==> config.mk <==
export PLATFORM = sky130hd
export DESIGN_NAME = uart_tx_sequencer
export DESIGN_NICKNAME = d
export VERILOG_FILES = /design/src/rtl/uart_pkg.sv /design/src/rtl/baud_tick_gen.sv /design/src/rtl/uart_tx_sequencer.sv
export SDC_FILE = /design/constraint.sdc
export NUM_CORES = 1
export LEC_CHECK = 0
export BUFFER_PORTS_ARGS = -buffer_cell sky130_fd_sc_hd__buf_4
export CORE_MARGIN = 2
export CORE_UTILIZATION = 45
export DETAILED_ROUTE_END_ITERATION = 8
export PLACE_DENSITY = 0.73
export SYNTH_ARGS = -nofsm -noshare
export SYNTH_HDL_FRONTEND = slang
export SYNTH_SLANG_ARGS = --single-unit
==> constraint.sdc <==
create_clock -name clk -period 2.4 [get_ports clk]
set_clock_uncertainty 0.15 [all_clocks]
set_input_delay 0.36 -clock clk [delete_from_list [all_inputs] [get_ports clk]]
set_output_delay 0.36 -clock clk [all_outputs]
set_load 0.05 [all_outputs]
==> src/rtl/uart_pkg.sv <==
// uart_pkg: shared FSM states, divider helper and parity selectors for the UART transmitter
package uart_pkg;

    typedef enum logic [2:0] {IDLE, START, DATA, PARITY, STOP} uart_state_t;

    localparam int PAR_EVEN = 0;
    localparam int PAR_ODD  = 1;

    function automatic int calc_div(input int clk_freq, input int baud_rate);
        return clk_freq / baud_rate;
    endfunction

endpackage

==> src/rtl/baud_tick_gen.sv <==
// baud_tick_gen: free-running bit-period divider, cleared at frame start and parked at 0 when disabled
module baud_tick_gen #(
    parameter int DIV = 10
) (
    input  logic clk,
    input  logic reset,
    input  logic clear,
    input  logic enable,
    output logic tick
);

    localparam int W = (DIV > 1) ? $clog2(DIV) : 1;
    localparam logic [W-1:0] LAST = W'(DIV - 1);

    logic [W-1:0] r_cnt;

    assign tick = enable && (r_cnt == LAST);

    // count 0..DIV-1 while enabled, wrapping on the tick
    always_ff @(posedge clk) begin
        if (reset || clear || !enable || tick)
            r_cnt <= '0;
        else
            r_cnt <= r_cnt + 1'b1;
    end

endmodule

==> src/rtl/uart_tx_sequencer.sv <==
// uart_tx_sequencer: valid/ready byte sink that serialises one word per frame onto a UART line
module uart_tx_sequencer
    import uart_pkg::*;
#(
    parameter int CLK_FREQ   = 25000000,
    parameter int BAUD_RATE  = 9600,
    parameter int DIV        = calc_div(CLK_FREQ, BAUD_RATE),
    parameter int DATA_BITS  = 8,
    parameter int PARITY_EN  = 0,
    parameter int PARITY_ODD = 0,
    parameter int STOP_BITS  = 1
) (
    input  logic                 clk,
    input  logic                 reset,
    input  logic [DATA_BITS-1:0] tx_data,
    input  logic                 tx_valid,
    output logic                 tx_ready,
    output logic                 tx,
    output logic                 busy,
    output logic                 frame_done,
    output logic                 baud_tick
);

    localparam int IW = $clog2(DATA_BITS + 1);
    localparam logic [IW-1:0] LAST_BIT = IW'(DATA_BITS - 1);
    localparam logic LAST_STOP = 1'(STOP_BITS - 1);

    uart_state_t          r_state, w_state_n;
    logic [DATA_BITS-1:0] r_shift, w_shift_n;
    logic [IW-1:0]        r_idx, w_idx_n;
    logic                 r_stop, w_stop_n;
    logic                 r_par, w_par_n;
    logic                 r_tx, r_busy, r_ready, r_done;
    logic                 w_tick, w_clear, w_done_n, w_tx_n;

    baud_tick_gen #(.DIV(DIV)) u_baud (
        .clk    (clk),
        .reset  (reset),
        .clear  (w_clear),
        .enable (r_state != IDLE),
        .tick   (w_tick)
    );

    // next-state, datapath updates and the line level for the coming cycle
    always_comb begin
        w_state_n = r_state;
        w_shift_n = r_shift;
        w_idx_n   = r_idx;
        w_stop_n  = r_stop;
        w_par_n   = r_par;
        w_done_n  = 1'b0;
        w_clear   = 1'b0;
        unique case (r_state)
            IDLE: if (tx_valid) begin
                w_state_n = START;
                w_shift_n = tx_data;
                w_idx_n   = '0;
                w_stop_n  = 1'b0;
                w_par_n   = (^tx_data) ^ (PARITY_ODD == PAR_ODD);
                w_clear   = 1'b1;
            end
            START: if (w_tick) w_state_n = DATA;
            DATA: if (w_tick) begin
                w_shift_n = r_shift >> 1;
                w_idx_n   = r_idx + 1'b1;
                if (r_idx == LAST_BIT) w_state_n = (PARITY_EN != 0) ? PARITY : STOP;
            end
            PARITY: if (w_tick) w_state_n = STOP;
            STOP: if (w_tick) begin
                w_stop_n = 1'b1;
                if (r_stop == LAST_STOP) begin
                    w_state_n = IDLE;
                    w_done_n  = 1'b1;
                end
            end
            default: w_state_n = IDLE;
        endcase
        w_tx_n = (w_state_n == START)  ? 1'b0 :
                 (w_state_n == DATA)   ? w_shift_n[0] :
                 (w_state_n == PARITY) ? w_par_n : 1'b1;
    end

    // state and registered outputs; reset wins over a simultaneous handshake
    always_ff @(posedge clk) begin
        if (reset) begin
            r_state <= IDLE;
            r_shift <= '0;
            r_idx   <= '0;
            r_stop  <= 1'b0;
            r_par   <= 1'b0;
            r_tx    <= 1'b1;
            r_busy  <= 1'b0;
            r_ready <= 1'b1;
            r_done  <= 1'b0;
        end else begin
            r_state <= w_state_n;
            r_shift <= w_shift_n;
            r_idx   <= w_idx_n;
            r_stop  <= w_stop_n;
            r_par   <= w_par_n;
            r_tx    <= w_tx_n;
            r_busy  <= w_state_n != IDLE;
            r_ready <= w_state_n == IDLE;
            r_done  <= w_done_n;
        end
    end

    assign tx         = r_tx;
    assign busy       = r_busy;
    assign tx_ready   = r_ready;
    assign frame_done = r_done;
    assign baud_tick  = w_tick;

endmodule

After elaboration in Yosys (flattened, before gate mapping). Index checks and enable logic that the tools add are counted.

Register bits: 33. Bits of input ports: 11. Output and inout bits: 5. Word-level logic and storage cells: 67.

Add/subtract/negate cells: 2. Equality and inequality tests: 12. Muxes and demuxes: 25. Bitwise gates (word level): 2. Reductions and logical operators: 15.

Operators with widths (number): 2-to-1 mux 3 bit (7); 2-to-1 mux 8 bit (2); one-hot mux 8 bit (2 select lines) (1); one-hot mux 3 bit (5 select lines) (1); adder 12 x 1 -> 12 bit (second input constant) (1); == test 12 bit (second input constant) (1); == test 3 x 2 -> 1 bit (second input constant) (4); 2-to-1 mux 1 bit (10); 2-to-1 mux 4 bit (2); one-hot mux 4 bit (2 select lines) (1); XOR reduction 8 bit (1); == test 3 x 1 -> 1 bit (second input constant) (2); zero test 3 bit (2); AND reduction 3 bit (2); nonzero test 3 bit (2); adder 4 x 1 -> 4 bit (second input constant) (1); == test 4 x 3 -> 1 bit (second input constant) (1); inequality test 2 x 1 -> 1 bit (second input constant) (2); nonzero test 2 bit (2); == test 3 bit (second input constant) (1); logical OR 1 bit (3); OR reduction 3 bit (1); inequality test 2 bit (second input constant) (1); inverter 1 bit (2); other kinds (3) (3).

Longest topological paths before layout.
Word-level depth: 8. Gate-level depth with buffers: 7. Gate-level depth less buffers: 6.

By module. A second synthesis with hierarchy kept.

Cells, all modules: 160. Area total of the unflattened synthesis: 1473.9 µm².

By module, submodules not included: uart_tx_sequencer (times used 1, cells each 100, area each 939.7 µm², sequential area each 420.4 µm²); baud_tick_gen (times used 1, cells each 60, area each 534.3 µm², sequential area each 240.2 µm²).

Worst setup path before layout. OpenSTA, ideal clock, no wires.

Kind: register to output. Start point: reg u_baud.r_cnt[0]. End point: out baud_tick. Arrival: 1.815 ns. Data required time: 1.890 ns. Slack: 0.075 ns. Stages on the path, launching flop included: 6. Buffers on the path: 1. Cell sequence: dfxtp_1 -> ha_1 -> nor3b_2 -> and3_1 -> buf_6 -> nor2b_1.

Longest elaborated chain between the ends: 2.

RTL lines: start, declared (line baud_tick_gen.sv:15) `logic [W-1:0] r_cnt;`; start signal, assigned (line baud_tick_gen.sv:24) `r_cnt <= r_cnt + 1'b1;`; == test 12 bit (line baud_tick_gen.sv:17) `assign tick = enable && (r_cnt == LAST);`; logical AND 1 bit (line baud_tick_gen.sv:17); end, declared (line uart_tx_sequencer.sv:21) `output logic baud_tick`.

Every way passes these cells.

Final worst setup path.
Start point: reg u_baud.r_cnt[1]. End point: out baud_tick.

The elaborated chain is that of the path after synthesis.

==> impl_results.md <==
- Status: finished, final reports clean
- Synth unique cells: 44
- Global-route wire length before repair: 5550 µm
- Total power: 1.12 mW
- Syn avg cell area: 8.87 µm²
- Worst-path clk slew: 0.10 ns
- Netlist Area Pre-Place: 1560 µm²
- Area Growth Syn to Fin: 15.2%
- Clock root buffer: clkbuf_4
- Pin count of the biggest net entering global routing: 22
- Met3 WL: 139 µm
- Vias/cell: 5.41
- CTS Buf Count: 5
- Startpoint types: flip-flop
- H-Tree Depth: 2
- Initial antenna violation count: 0
- Clock period minus worst slack: 2.30 ns
- Post-synth EDFFs: 0
- Yosys warns: 0
- Synth cell count leaders: dfxtp_1, nor2_1, nand2_1
- Final Hold Fails: 0
- Most common cell in the netlist: dfxtp_1
- Worst skew pair latency: 0.32 ns
- Syn_nets: 189
- Die H: 62.9 µm
- Endpoints failing setup: 0
- Top FF cell, synth: dfxtp_1
- Max IR drop VDD: 0.000308 V
- MaxCap Viol Count: 0
- Fmax: 435 MHz
- Tcrit/Tclk final: 95.7%
- Drt initial violations: 105
- Detailed Route WL: 3210 µm
- Via count: 1,287
- Synth Register Bits: 33
- Synth Instances: 176
- Worst hold slack: 0.134 ns
- Layout fillers: 322
- Kind of critical path: reg2out
- Area fraction of the dominant cell type after synthesis: 42.3%
- Pwr dens: 625 nW/µm²
- FFs w/ async S/R, synth: 0%
- DRC: 0
- Core region area: 3340 µm²
- I/O pin count: 16
- Total GRT Usage: 17.7%
- CP required: 1.89 ns
- Antenna cells: 0
- RePlAce Congestion: 0.821
- First-pass DRT Iterations: 4
- Core Util, Final: 53.9%
- Layout cell share with drive strength beyond 1: 17.2%
- DIE WIDTH: 62.9 µm
- Reg-to-Reg Start: u_baud.r_cnt[1]
- CTS Buffer Depth: 2
- Critical Path AT: 1.79 ns
- Sequential element share of the synthesized area: 42.3%
- Sink Count: 33
- Starting Density: 46.8%
- Largest stage delay on the critical path: 0.36 ns
- CP Launch Point: u_baud.r_cnt[1]
- Post-synth top area cell: dfxtp_1
- CTS tree: done
- DP HPWL: 2270 µm
- Worst Hold Depth: 3
- Slew Viols, Final: 0
- Fin nets: 204
- Worst setup EP type: primary output
- Full die area: 3950 µm²
- Overflow after GRT: 0
- WL met2: 1550 µm
- Row cnt: 21
- Post-DR wirelength/cell: 13.5 µm
- Vias in the first global route: 1,244
- Hold_buf cts: 0
- Min-delay src: tx_data[7]
- PortBufs: 15
- Detail Route Antenna Nets: 0
- TNS Setup: 0 ns
- Worst Tran Pin Value: 0.692 ns
- CP cell instances: ha_2 > nor3b_4 > and3_4 > nor2b_1 > buf_4
- Worst-path maximum fanout: 7
- P_leak: 0.652 nW
- Max_slew headroom: 53.8%
- Met1 WL: 1450 µm
- HP Class: in2reg
- Path depth of the worst reg2reg path: 7
- Uppermost layer routed: met4
- Ranking of synthesized cells by area: dfxtp_1, nor2_1, xnor2_1
- Critical path's slowest cell: dfxtp_1
-- cells in the final DEF, fill, tap and decap left out, types with 2 or more instances in the layout --
cell type  netlist  routed
dfxtp_1         33      33
nor2_1          28      28
buf_4            0      18
nand2_1         14      14
xnor2_1         12      12
a21oi_1          9       9
a22oi_1          7       7
xor2_1           6       6
nand3_1          6       6
nor3_1           5       5
clkbuf_4         0       5
nand4_1          4       4
inv_1            4       4
nor2b_1          3       3
or3_1            3       3
and4bb_1         2       2
nand2b_1         2       2
o31ai_1          2       2
-- worst paths after layout --
kind	end	slack [ns]
min reg2reg	u_baud.r_cnt[0]	0.31
max	baud_tick	0.10
max reg2reg	r_idx[3]	0.29
min	r_shift[7]	0.13
-- sequential cells by signal (all words and copies together) (netlist names) --
signal	cells
r_shift	8
r_idx	4
r_stop	1
r_par	1
u_baud.r_cnt	12
tx_ready	1
frame_done	1
busy	1
tx	1
r_state	3
-- per-layer routing --
metal	vias up	track usage (%)
met5	-	0
met4	0	6.67
met3	6	5.77
met2	35	28.1
met1	602	22.4
li1	644	-
-- metrics by stage --
stage,cell area (µm²),setup slack [ns],instances
final,1800,0.102,238
after detailed placement,1690,0.219,229
after global placement,1690,0.333,229
after global routing,1800,-0.0304,238
after floorplan,1560,0.0752,176
after CTS,1780,0.0232,237
-- logic make-up after synthesis --
family	after synthesis	share of synthesized area [%]
buffers and inverters	14	4.41
DFF	33	42.3
AOI/OAI and AO/OA	29	14.0
and+or+nand+nor	79	26.9
xor gates and xnor gates	18	10.1
adders and majority gates	2	1.60
muxes	1	0.642
-- critical path, delay by kind of cell, from the launching register on --
family	cells	cell delay, ns
simple gates	3	0.67
fa+ha+maj	1	0.23
buf+inv	1	0.20
flops	1	0.36
-- layout make-up --
| cell class | count | area [µm²] | area share (%) |
|---|---|---|---|
| clock inverters | 1 | 30.0 | 1.67 |
| well taps | 46 | 57.6 | 3.20 |
| multi-input cells | 129 | 845 | 47.0 |
| inverters | 4 | 15.0 | 0.835 |
| clock buffers | 7 | 55.1 | 3.06 |
| flip-flops and latches | 33 | 661 | 36.7 |
| repair buffers | 18 | 135 | 7.52 |
-- report_power, final --
part	switching (mW)	internal, mW
clock	0.181	0.249
combinational	0.0642	0.0541
sequential	0.0113	0.565
-- timing repair --
| item | 4_1_cts | 5_1_grt |
|---|---|---|
| buffers inserted | 0 | 1 |
| gates resized for setup | 1 | 3 |
| gates cloned | 0 | 0 |
| endpoints found under the setup margin | 1 | 1 |
(Power assumes the default switching activity.)
